File: config.mk
export PLATFORM = sky130hd
export DESIGN_NAME = tdm_slot_scheduler
export DESIGN_NICKNAME = d
export VERILOG_FILES = /design/src/rtl/tdm_slot_scheduler.sv
export SDC_FILE = /design/constraint.sdc
export NUM_CORES = 1
export LEC_CHECK = 0
export ABC_AREA = 1
export BUFFER_PORTS_ARGS = -buffer_cell sky130_fd_sc_hd__buf_2
export CAP_MARGIN = 5
export CORE_AREA = 2 2 57 59
export DETAILED_ROUTE_END_ITERATION = 10
export DIE_AREA = 0 0 59 61
export GPL_ROUTABILITY_DRIVEN = 0
export GPL_TIMING_DRIVEN = 1
export PLACE_DENSITY = 0.9
export SYNTH_ARGS = -nofsm -noshare
export SYNTH_HDL_FRONTEND = slang
export SYNTH_SLANG_ARGS = --single-unit
File: constraint.sdc
create_clock -name clk -period 4 [get_ports clk]
set_input_delay 0.4 -clock clk [delete_from_list [all_inputs] [get_ports clk]]
set_output_delay 0.4 -clock clk [all_outputs]
set_load 0.02 [all_outputs]
File: src/rtl/tdm_slot_scheduler.sv
// Eight-slot TDM scheduler: grants a shared resource to each slot's owner, held until done or budget expiry.
// Latency: enable -> ARB next cycle -> registered grant the cycle after; no backpressure. Borrowing: `SLOT_SCHED_BORROW_EN.
module tdm_slot_scheduler #(
   parameter  int NREQ        = 4,
   parameter  int SLOT_CYCLES = 16,
   localparam int OWN_W       = $clog2(NREQ)
) (
   input  logic             clk,
   input  logic             reset_n,
   input  logic             enable,
   input  logic [NREQ-1:0]  req,
   input  logic             done,
   input  logic             cfg_we,
   input  logic [2:0]       cfg_slot,
   input  logic [OWN_W-1:0] cfg_owner,
   output logic [2:0]       slot,
   output logic [NREQ-1:0]  grant,
   output logic             grant_valid,
   output logic             timeout
);
   localparam int TMR_W = (SLOT_CYCLES > 1) ? $clog2(SLOT_CYCLES) : 1;

   typedef enum logic [1:0] {ST_IDLE, ST_ARB, ST_GRANT} state_t;

   state_t            r_state;
   logic [2:0]        r_slot;
   logic [NREQ-1:0]   r_grant;
   logic              r_grant_vld;
   logic              r_timeout;
   logic [TMR_W-1:0]  r_timer;
   logic [OWN_W-1:0]  r_table [8];

   logic [OWN_W-1:0]  w_owner;
   logic [OWN_W-1:0]  w_win;
   logic              w_win_vld;
   logic [NREQ-1:0]   w_onehot;
`ifdef SLOT_SCHED_BORROW_EN
   logic [OWN_W-1:0]  r_ptr;
   logic              w_borrow;
   int                w_cand;
`endif

   // Out-of-range owners are dropped; the active grant is already registered, so rewrites of its slot wait for the next visit.
   always_ff @(posedge clk or negedge reset_n) begin
      if (!reset_n) begin
         for (int i = 0; i < 8; i++) r_table[i] <= OWN_W'(i % NREQ);
      end else if (cfg_we && (int'(cfg_owner) < NREQ)) begin
         r_table[cfg_slot] <= cfg_owner;
      end
   end

   always_comb begin
      w_owner   = r_table[r_slot];
      w_win     = w_owner;
`ifdef SLOT_SCHED_BORROW_EN
      w_borrow  = 1'b0;
      w_cand    = 0;
      if (!req[w_owner]) begin
         for (int k = 1; k <= NREQ; k++) begin
            w_cand = (int'(r_ptr) + k) % NREQ;
            if (!w_borrow && (w_cand != int'(w_owner)) && req[w_cand]) begin
               w_borrow = 1'b1;
               w_win    = OWN_W'(w_cand);
            end
         end
      end
      w_win_vld = req[w_owner] | w_borrow;
`else
      w_win_vld = req[w_owner];
`endif
   end

   assign w_onehot = {{(NREQ-1){1'b0}}, 1'b1} << w_win;

   always_ff @(posedge clk or negedge reset_n) begin
      if (!reset_n) begin
         r_state     <= ST_IDLE;
         r_slot      <= '0;
         r_grant     <= '0;
         r_grant_vld <= 1'b0;
         r_timeout   <= 1'b0;
         r_timer     <= '0;
`ifdef SLOT_SCHED_BORROW_EN
         r_ptr       <= OWN_W'(NREQ-1);
`endif
      end else begin
         r_timeout <= 1'b0;
         case (r_state)
            ST_IDLE: begin
               if (enable) r_state <= ST_ARB;
            end
            ST_ARB: begin
               if (w_win_vld) begin
                  r_grant     <= w_onehot;
                  r_grant_vld <= 1'b1;
                  r_timer     <= TMR_W'(SLOT_CYCLES-1);
                  r_state     <= ST_GRANT;
`ifdef SLOT_SCHED_BORROW_EN
                  if (w_borrow) r_ptr <= w_win;
`endif
               end else begin
                  r_slot  <= r_slot + 3'd1;
                  r_state <= enable ? ST_ARB : ST_IDLE;
               end
            end
            ST_GRANT: begin
               // done takes priority over an expiring budget, suppressing the timeout pulse.
               if (done || (r_timer == '0)) begin
                  r_grant     <= '0;
                  r_grant_vld <= 1'b0;
                  r_timeout   <= ~done;
                  r_slot      <= r_slot + 3'd1;
                  r_state     <= enable ? ST_ARB : ST_IDLE;
               end else begin
                  r_timer <= r_timer - TMR_W'(1);
               end
            end
            default: r_state <= ST_IDLE;
         endcase
      end
   end

   assign slot        = r_slot;
   assign grant       = r_grant;
   assign grant_valid = r_grant_vld;
   assign timeout     = r_timeout;
endmodule
==> results of run 1 <==
## power groups by stage
stage | clock (mW) | combinational [mW] | sequential [mW]
2_1_floorplan | 0 | 0.630 | 0.534
3_3_place_gp | 0 | 0.772 | 0.519
3_5_place_dp | 0 | 0.799 | 0.524
4_1_cts | 0.180 | 0.805 | 0.520
5_1_grt | 0.193 | 0.894 | 0.533
6_report | 0.177 | 0.797 | 0.520
## placed cells by master, fill, tap and decap left out, drive strengths merged
cell	instances
nand2	67
o21ai	31
inv	28
dfrtp	23
buf	22
nor2	17
nand3	17
dfstp	8
clkbuf	7
ha	6
clkinv	3
nor3	2
xnor2	2
nor4	1
o211ai	1
nor3b	1
nand4	1
a21oi	1
xor2	1
## worst max-delay path, cell delays in order, from the launching register on
cell and delay, ps:
dfrtp_1 430, inv_1 100, ha_1 290, inv_2 100
nor3_1 380, inv_2 70, o21ai_0 140, nor2_1 110
nand3_1 110, nand2_1 50
## final cells by class
type                            count  area [um2]
Multi-Input combinational cell    148         805
Timing Repair Buffer               22         110
Clock buffer                        7        45.0
Inverter                           30         120
Fill cell                         242        1040
Tap cell                           33        41.3
Clock inverter                      1        5.00
Sequential cell                    31         786
## sequential cells by signal (all words and copies together) (netlist names)
| register | cells |
|---|---|
| timeout | 1 |
| grant_valid | 1 |
| r_table | 16 |
| r_state | 2 |
| grant | 4 |
| slot | 3 |
| r_timer | 4 |
## layer usage
layer  part of all wire (%)  vias to the layer above  global-route usage [%]
met4                    2.2                        0                    10.1
li1                       -                      725                       -
met3                    3.8                        6                    6.82
met2                     49                       27                    34.1
met5                      0                        -                       0
met1                     45                      654                    24.4
## cell families (layout without fill, tap and decap cells)
family / count (synthesis) / count (layout) / share of synthesized area, %
AO/OA/AOI/OAI: 33 / 33 / 10.6
XOR/XNOR: 3 / 3 / 1.53
adder cells (fa/ha/maj): 6 / 6 / 4.36
buffers and inverters: 31 / 60 / 7.63
flip-flops: 31 / 31 / 45.6
AND/OR/NAND/NOR: 106 / 106 / 30.2
## path summary, 6_finish.rpt
path	end	slack [ps]	depth (start not counted)
setup / recovery	r_state[1]$_DFFE_PN0P_	2110	9
hold / removal	r_table[5]$_DFFE_PN0P_	80	1
setup reg to reg	r_state[1]$_DFFE_PN0P_	2110	9
hold reg to reg	r_table[11]$_DFFE_PN1P_	480	2
max in group asynchronous	timeout$_DFF_PN0_	3480	1
min in group clk	timeout$_DFF_PN0_	240	2
## metrics by stage
stage                     std cells  instance area (um2)  power [mW]  hold WS (ps)
after floorplan                 210                 1720        1.16           104
after global placement          264                 1860        1.29           453
after detailed placement        264                 1860        1.32           462
after CTS                       272                 1910        1.50           104
after global routing            272                 1910        1.62           123
final                           272                 1910        1.50          84.3
==> out/qor.csv, run 1 <==
stage,metric,value,unit
synthesis,post-synth cell types,28,
clock_tree,clock root buffer,clkbuf_4,
sta,RSZ-0062 raised after global routing,no,
clock_tree,Post-CTS Resized,0,
synthesis,register bit total from synthesis,31,
power,clock share of power,11.9,%
clock_tree,CTS tree,built,
clock_tree,H-tree depth,2,
synthesis,syn_nets,230,
power,switching share of power,47.4,%
clock_tree,"Clk Latency, worst-skew pair",340,ps
worst_setup_path,startpoint types,flip-flop,
worst_setup_path,Worst EP arrival,2120,ps
synthesis,most frequent cell after synthesis,nand2_1,
routing,DR WL/cell,11.9,um
routing,WL final,3.25,mm
routing,Detailed Routing Iterations Pass 1,4,
synthesis,"FFs w/ async S/R, synth",100,%
synthesis,syn avg cell area,8.20,um2
worst_setup_path,Worst setup EP type,flip-flop,
worst_setup_path,r2r startpoint,r_state[0]$_DFFE_PN0P_,
place,port bufs,22,
global_routing,total grt overflow,0,
sta,setup TNS,0,ps
worst_setup_path,CP required,4240,ps
synthesis,Cells after Synth,210,
floorplan,Ports,23,
synthesis,synth cell count leaders,"nand2_1, o21ai_1, dfrtp_1",
synthesis,"area leader, netlist",dfrtp_1,
sta,Least-Margin Pin Slew,676,ps
synthesis,Ys Warns,0,
global_routing,initial antenna violation count,0,
power,leakage,0.977,nW
routing,DRC viols,0,
place,pre-CTS setup slack,2140,ps
place,hpwl dp,2.39,mm
power,internal power,0.786,mW
worst_setup_path,CP startpoint,r_state[0]$_DFFE_PN0P_,
routing,via count,1412,
synthesis,number of flops mapped to enable cells by yosys,0,
synthesis,prevailing post-synth register cell,dfrtp_1,
finish,Layout area overhead,11.0,%
global_routing,gr usage total,20.7,%
synthesis,Netlist Area Pre-Place,1720,um2
floorplan,Die Wd,59,um
routing,initial DRC count,44,
clock_tree,Post-CTS Hold Fix Bufs,0,
floorplan,DIE AREA,3600,um2
power,Worst IR Drop VDD,0.000279,V
finish,NumNets Final,258,
synthesis,"Seq/Total Area, Yosys",45.6,%
sta,clock skew,8.37,ps
sta,Peak Freq,0.530,GHz
routing,post-DR vias/cell,5.19,
global_routing,first-pass GRT wire length,5.40,mm
worst_setup_path,critical path class,flip-flop to flip-flop,
floorplan,Starting Density,58.3,%
worst_hold_path,Hold Path Class,primary input to asynchronous set/reset pin,
finish,Ant. Diodes,0,
sta,fin crit share,47.2,%
sta,"Slew Viols, Final",0,
floorplan,Rows,20,
clock_tree,Num CTS Buffers,5,
global_routing,number of global-route vias before repair,1305,
sta,Tmin final,1890,ps
sta,endpoints failing hold,0,
clock_tree,Post-CTS Setup Repair Bufs,0,
status,status,completed,
floorplan,die height,61,um
sta,PnR worst setup slack,2110,ps
sta,Slew HR,54.9,%
sta,# setup viols final,0,
power,P_sw,0.709,mW
worst_setup_path,crit-path max FO,6,
power,Comb pwr share,53.3,%
job,MaxCap Viol Count,0,
routing,post-route ant nets,0,
global_routing,largest net degree at the start of global routing,32,
clock_tree,"Clk pin slew, worst setup/hold paths",100,ps
clock_tree,CTS Buffer Depth,2,
floorplan,core area,2950,um2
power,register share of total power,34.8,%
synthesis,Synth top area share,33.4,%
clock_tree,Clock Sinks,31,
finish,"Core Util, Final",64.7,%
finish,share of cells above drive strength 1,27.2,%
synthesis,synth top area cells,"dfrtp_1, dfstp_2, nand2_1, o21ai_1, ha_1",
power,pwr dens,782,nW/um2
(Power assumes the default switching activity.)
==> inputs of run 2 (changes only) <==
--- a/config.mk
+++ b/config.mk
@@ -8,12 +8,12 @@
 export ABC_AREA = 1
 export BUFFER_PORTS_ARGS = -buffer_cell sky130_fd_sc_hd__buf_2
 export CAP_MARGIN = 5
-export CORE_AREA = 2 2 57 59
+export CORE_AREA = 2 2 62 64
 export DETAILED_ROUTE_END_ITERATION = 10
-export DIE_AREA = 0 0 59 61
+export DIE_AREA = 0 0 64 66
 export GPL_ROUTABILITY_DRIVEN = 0
 export GPL_TIMING_DRIVEN = 1
-export PLACE_DENSITY = 0.9
+export PLACE_DENSITY = 0.82
 export SYNTH_ARGS = -nofsm -noshare
 export SYNTH_HDL_FRONTEND = slang
 export SYNTH_SLANG_ARGS = --single-unit
==> constraint.sdc (replaced) <==
create_clock -name clk -period 1.7 [get_ports clk]
set_input_delay 0.17 -clock clk [delete_from_list [all_inputs] [get_ports clk]]
set_output_delay 0.17 -clock clk [all_outputs]
set_load 0.02 [all_outputs]
==> run 2 against run 1 <==
  * The flow now finishes with violations (negative setup slack)
  * Setup slack got worse by 2200 ps
  * Register-to-register slack got worse by 2200 ps
  * Non-clock buffer count grew 11
  * Die area increased by 17%
  * Sequential power increased by 130%
  * Global-route usage shrank 1.2 points
  * Utilization shrank 4.3 points
  * Cell count up 9.6%
  * Sequential share of layout area shrank 4.4 points
  * Sequential cell count unchanged
  * Worst hold slack got worse by 65 ps
  * Largest cell class unchanged
==> out/qor.csv, run 2 (same netlist as run 1, synthesis figures left out) <==
stage,metric,value,unit,change
finish,"Design Area, Final",2150,um2,+12%
finish,Ant. Diodes,0,,unchanged
global_routing,gr usage total,19.4,%,-1.2 points
place,port bufs,22,,unchanged
routing,post-DR vias/cell,5.08,,-2.1%
power,P_sw,1.98,mW,+180%
floorplan,Die Wd,64,um,+8.5%
routing,Detailed Routing Iterations Pass 1,4,,unchanged
floorplan,DIE AREA,4220,um2,+17%
place,pre-CTS setup slack,-116,ps,-2260 ps
sta,Slew HR,55.2,%,+0.26 points
routing,WL final,3.80,mm,+17%
power,internal power,2.16,mW,+170%
power,pwr dens,1930,nW/um2,+150%
clock_tree,Num CTS Buffers,5,,unchanged
place,hpwl dp,2.59,mm,+8.2%
place,"Cell Area, Placed",1920,um2,+3.0%
power,leakage,1.06,nW,+8.3%
routing,DRC viols,0,,unchanged
finish,"commonest non-fill, non-tap cell in the layout",nand2_1,,
routing,post-route ant nets,0,,unchanged
global_routing,M3 GR Usage,4.60,%,-2.2 points
power,Worst IR Drop VDD,0.000583,V,+110%
sta,Tmin final,1750,ps,-131 ps
finish,NumNets Final,269,,+4.3%
sta,PnR worst setup slack,-54.9,ps,-2170 ps
sta,Peak Freq,0.570,GHz,+7.5%
clock_tree,Clock Sinks,31,,unchanged
clock_tree,CTS tree,built,,
global_routing,number of global-route vias before repair,1473,,+13%
sta,fin crit share,103,%,+56 points
power,clock share of power,9.8,%,-2.1 points
finish,Non-Filler Instances,298,,+9.6%
sta,"Slew Viols, Final",0,,unchanged
worst_setup_path,CP required,1910,ps,-2330 ps
routing,initial DRC count,74,,+68%
clock_tree,CTS Buffer Depth,2,,unchanged
clock_tree,"Clk pin slew, worst setup/hold paths",100,ps,about the same
worst_setup_path,Worst setup EP type,flip-flop,,
routing,via count,1514,,+7.2%
floorplan,die height,66,um,+8.2%
sta,Fin Hold WS,19.7,ps,-64.6 ps
global_routing,initial antenna violation count,0,,unchanged
global_routing,total grt overflow,0,,unchanged
global_routing,first-pass GRT wire length,6.31,mm,+17%
status,failing checks,negative setup slack,,
clock_tree,"Clk Latency, worst-skew pair",330,ps,about the same
power,register share of total power,29.5,%,-5.3 points
worst_setup_path,critical path class,flip-flop to flip-flop,,
global_routing,largest net degree at the start of global routing,32,,unchanged
sta,Least-Margin Pin Slew,672,ps,-3.94 ps
global_routing,GR Layer Usage met2,33.3,%,-0.79 points
worst_setup_path,Worst EP arrival,1970,ps,-150 ps
floorplan,Rows,22,,+10%
floorplan,Ports,23,,unchanged
sta,endpoints failing hold,0,,unchanged
worst_setup_path,crit-path max FO,6,,unchanged
global_routing,most used routing layer,met2,,
sta,clock skew,13.0,ps,+4.64 ps
status,status,"complete, but fails checks",,
finish,most frequent cells in the layout,"nand2_1, buf_2, o21ai_1",,
power,Comb pwr share,60.6,%,+7.3 points
finish,Layout area overhead,24.7,%,
floorplan,Starting Density,48.5,%,-9.8 points
worst_setup_path,startpoint types,flip-flop,,
finish,largest register by flop count,r_table,,
clock_tree,H-tree depth,2,,unchanged
finish,max FFs per register,16,,unchanged
finish,share of cells above drive strength 1,39.6,%,+12 points
floorplan,core area,3550,um2,+20%
sta,# setup viols final,8,,+8
routing,DR WL/cell,12.7,um,+6.8%
worst_hold_path,Hold Path Class,primary input to flip-flop,,
sta,RSZ-0062 raised after global routing,yes,,
global_routing,met1 usage,23.3,%,-1.1 points
power,switching share of power,47.8,%,+0.33 points
place,placed cells,284,,+7.6%
clock_tree,clock root buffer,clkbuf_4,,
job,MaxCap Viol Count,0,,unchanged
==> run 2: cell types whose count changed in the layout (fill, tap and decap cells not counted), moves of 4 or more <==
cell     previous run  this run
nand2_1            56        46
nand2_2             9        16
buf_4               0         8
o21ai_2             1         5
nand3_1            10         6
==> run 2: worst paths after layout <==
check | slack, ps | from | depth (start not counted) | end
max | -50 | slot[0]$_DFFE_PN0P_ | 11 | slot[1]$_DFFE_PN0P_
min | 20 | done | 2 | timeout$_DFF_PN0_
max reg2reg | -50 | slot[0]$_DFFE_PN0P_ | 11 | slot[1]$_DFFE_PN0P_
min reg2reg | 480 | grant_valid$_DFFE_PN0P_ | 2 | grant_valid$_DFFE_PN0P_
max in group asynchronous | 810 | reset_n | 2 | slot[0]$_DFFE_PN0P_
min in group asynchronous | 410 | reset_n | 2 | r_table[15]$_DFFE_PN0P_
==> run 2: worst max-delay path: stages (launching register included) <==
cell and delay (ps):
dfrtp_2 430, buf_12 150, o211ai_1 200, nand2_2 110
o21ai_4 210, inv_2 80, nand2_4 80, nand2_2 70
nand2_2 70, nand2_4 70, nor2_2 100, a21oi_1 60
==> run 2: routing by layer <==
layer	up-vias	wire (um)
met3	12	192
met4	0	122
met5	-	0
met2	44	1910
met1	709	1570
li1	749	-
==> run 2: cell type report <==
cell class                 instances  area [um2]
multi-input combinational        148         920
inverter                          30         125
sequential                        31         788
fill                             285        1400
tap                               48        60.1
timing repair buffer              33         205
clock buffer                       8        48.8
==> run 2: power by group through the flow <==
| stage | clock network (mW) | registers [mW] | logic [mW] |
|---|---|---|---|
| 2_1_floorplan | 0 | 1.26 | 1.48 |
| 3_3_place_gp | 0 | 1.22 | 1.91 |
| 3_5_place_dp | 0 | 1.24 | 1.98 |
| 4_1_cts | 0.407 | 1.19 | 2.13 |
| 5_1_grt | 0.442 | 1.25 | 2.77 |
| 6_report | 0.407 | 1.22 | 2.51 |
==> run 2: timing repair <==
item | 4_1_cts | 5_1_grt
gates resized for setup | 3 | 32
setup buffers | 2 | 3
hold buffers | 1 | 0
endpoints found under the setup margin | 13 | 14
hold endpoints to repair | 23 | 0
pin swaps | 0 | 12
cloned | 0 | 0
==> run 2: through the flow <==
stage / setup TNS [ps] / utilization (%) / power [mW]
floorplan: 0 / - / 2.74
global placement: -53.7 / 54.0 / 3.13
detailed placement: -1150 / 54.0 / 3.22
CTS: 0 / 56.6 / 3.72
global route: -1260 / 60.5 / 4.46
finish: -157 / 60.5 / 4.14
==> inputs of run 3 (changes only) <==
--- a/config.mk
+++ b/config.mk
@@ -12,7 +12,7 @@
 export DETAILED_ROUTE_END_ITERATION = 10
 export DIE_AREA = 0 0 64 66
 export GPL_ROUTABILITY_DRIVEN = 0
-export GPL_TIMING_DRIVEN = 1
+export GPL_TIMING_DRIVEN = 0
 export PLACE_DENSITY = 0.82
 export SYNTH_ARGS = -nofsm -noshare
 export SYNTH_HDL_FRONTEND = slang
==> run 3 against run 2 <==
  * The run still ends with negative setup slack left
  * Sequential cell count unchanged
  * Fmax increased by 2.1%
  * Sequential share of layout area is 0.55 points higher
  * Highest routed layer unchanged
  * Utilization fell by 0.99 points
  * Register-to-register slack better by 40 ps
  * Clock skew decreased by 2.5 ps
  * Wire length is 10% lower
  * Combinational power fell by 7%
  * Sequential power barely moved
  * Power decreased by 2.4%
  * Via count shrank 4.0%
  * Die area is the same
==> out/qor.csv, run 3 (same netlist as run 1, synthesis figures left out) <==
stage,metric,value,unit,change
finish,share of cells above drive strength 1,35.9,%,-3.7 points
clock_tree,clock root buffer,clkbuf_4,,
status,failing checks,negative setup slack,,
sta,endpoints failing hold,0,,unchanged
global_routing,initial antenna violation count,0,,unchanged
sta,Fin Hold WS,22.7,ps,+3.00 ps
worst_setup_path,startpoint types,flip-flop,,
power,pwr dens,1910,nW/um2,-0.82%
clock_tree,H-tree depth,2,,unchanged
sta,Slew HR,54.3,%,-0.91 points
floorplan,Rows,22,,unchanged
floorplan,DIE AREA,4220,um2,unchanged
power,Comb pwr share,57.7,%,-2.9 points
clock_tree,"Clk Latency, worst-skew pair",350,ps,+20 ps
floorplan,core area,3550,um2,unchanged
finish,"commonest non-fill, non-tap cell in the layout",nand2_1,,
place,hpwl dp,2.36,mm,-9.1%
worst_setup_path,critical path class,flip-flop to flip-flop,,
power,switching share of power,45.9,%,-1.8 points
routing,via count,1454,,-4.0%
global_routing,number of global-route vias before repair,1388,,-5.8%
routing,initial DRC count,71,,-4.1%
worst_setup_path,CP required,1940,ps,+30 ps
clock_tree,CTS tree,built,,
global_routing,largest net degree at the start of global routing,32,,unchanged
clock_tree,CTS Buffer Depth,2,,unchanged
sta,# setup viols final,4,,-4
power,clock share of power,12.5,%,+2.7 points
floorplan,Starting Density,48.5,%,unchanged
worst_setup_path,Worst EP arrival,1960,ps,about the same
sta,fin crit share,101,%,-2.1 points
global_routing,total grt overflow,0,,unchanged
clock_tree,"Clk pin slew, worst setup/hold paths",100,ps,about the same
sta,PnR worst setup slack,-18.5,ps,+36.5 ps
sta,Tmin final,1720,ps,-36.5 ps
finish,NumNets Final,267,,-0.74%
power,leakage,1.04,nW,-1.4%
routing,WL final,3.42,mm,-10%
global_routing,first-pass GRT wire length,5.83,mm,-7.7%
power,internal power,2.18,mW,+0.98%
clock_tree,Clock Sinks,31,,unchanged
clock_tree,Num CTS Buffers,5,,unchanged
routing,post-DR vias/cell,4.91,,-3.3%
worst_setup_path,crit-path max FO,8,,+2
routing,Detailed Routing Iterations Pass 1,4,,unchanged
worst_setup_path,Worst setup EP type,flip-flop,,
job,MaxCap Viol Count,0,,unchanged
sta,Least-Margin Pin Slew,686,ps,+13.6 ps
worst_hold_path,Hold Path Class,primary input to flip-flop,,
finish,max FFs per register,16,,unchanged
status,status,"complete, but fails checks",,
routing,DRC viols,0,,unchanged
power,register share of total power,29.8,%,+0.3 points
floorplan,Ports,23,,unchanged
power,P_sw,1.85,mW,-6.2%
sta,"Slew Viols, Final",0,,unchanged
sta,setup TNS,-46.9,ps,+110 ps
place,port bufs,22,,unchanged
global_routing,gr usage total,18.2,%,-1.2 points
sta,RSZ-0062 raised after global routing,yes,,
sta,clock skew,10.5,ps,-2.46 ps
floorplan,die height,66,um,unchanged
finish,Layout area overhead,22.7,%,
floorplan,Die Wd,64,um,unchanged
finish,Ant. Diodes,0,,unchanged
routing,DR WL/cell,11.5,um,-9.5%
power,Worst IR Drop VDD,0.000654,V,+12%
power,power consumption,4.04,mW,-2.4%
routing,post-route ant nets,0,,unchanged
finish,largest register by flop count,r_table,,
sta,Peak Freq,0.582,GHz,+2.1%
finish,most frequent cells in the layout,"nand2_1, o21ai_1, dfrtp_1, buf_2, inv_1",,
run 3: stage by stage:
step,area [um2],util (%),worst slack [ps],std cells
2_1_floorplan,1720,-,28.9,210
3_3_place_gp,1890,53.3,-22.6,280
3_5_place_dp,1890,53.3,-31.3,280
4_1_cts,2010,56.7,4.25,294
5_1_grt,2110,59.5,-125,296
6_report,2110,59.5,-18.5,296
run 3: final cells by class:
class | count | area, um2
Fill cell | 282 | 1440
Multi-Input combinational cell | 148 | 892
Sequential cell | 31 | 787
Timing Repair Buffer | 30 | 173
Inverter | 30 | 120
Clock buffer | 8 | 68.8
Tap cell | 48 | 60.1
Buffer | 1 | 11.3
run 3: power by group through the flow:
| stage | registers (mW) | clock network (mW) | logic [mW] |
|---|---|---|---|
| 2_1_floorplan | 1.26 | 0 | 1.48 |
| 3_3_place_gp | 1.18 | 0 | 1.88 |
| 3_5_place_dp | 1.19 | 0 | 1.94 |
| 4_1_cts | 1.18 | 0.517 | 2.09 |
| 5_1_grt | 1.23 | 0.538 | 2.59 |
| 6_report | 1.20 | 0.505 | 2.33 |
run 3: worst max-delay path: stages, from the launching register on:
cell     delay (ps)
dfrtp_1         430
buf_6           150
inv_8            80
nand2_2          50
nand3_2          70
nand3_4         100
buf_4           140
nand3_1          80
nand2_2          70
nand2_4          80
nand2_2          70
nand2_2          70
nand2_4          70
xor2_1          150
run 3: what timing repair did:
item | 4_1_cts | 5_1_grt
buffers inserted | 4 | 2
resized for setup | 2 | 21
pin swaps | 4 | 8
setup endpoints to repair | 14 | 14
hold buffers | 1 | 0
hold endpoints to repair | 23 | 0
gates cloned | 1 | 0
run 3: metal layers:
layer  share of wire [%]  wire length, um  GRT usage, %
met1                  45             1540          21.6
met2                  48             1640          29.3
met3                 4.8              163          5.11
met4                 2.2               76          11.1
met5                   0                0             0
run 3: path summary, 6_finish.rpt:
path | startpoint | cells past startpoint | slack, ps | to
max | slot[0]$_DFFE_PN0P_ | 13 | -20 | slot[0]$_DFFE_PN0P_
min in group asynchronous | reset_n | 2 | 390 | r_table[14]$_DFFE_PN0P_
max reg2reg | slot[0]$_DFFE_PN0P_ | 13 | -20 | slot[0]$_DFFE_PN0P_
min reg2reg | grant_valid$_DFFE_PN0P_ | 2 | 470 | grant_valid$_DFFE_PN0P_
min | done | 2 | 20 | timeout$_DFF_PN0_
max in group asynchronous | reset_n | 2 | 830 | slot[1]$_DFFE_PN0P_
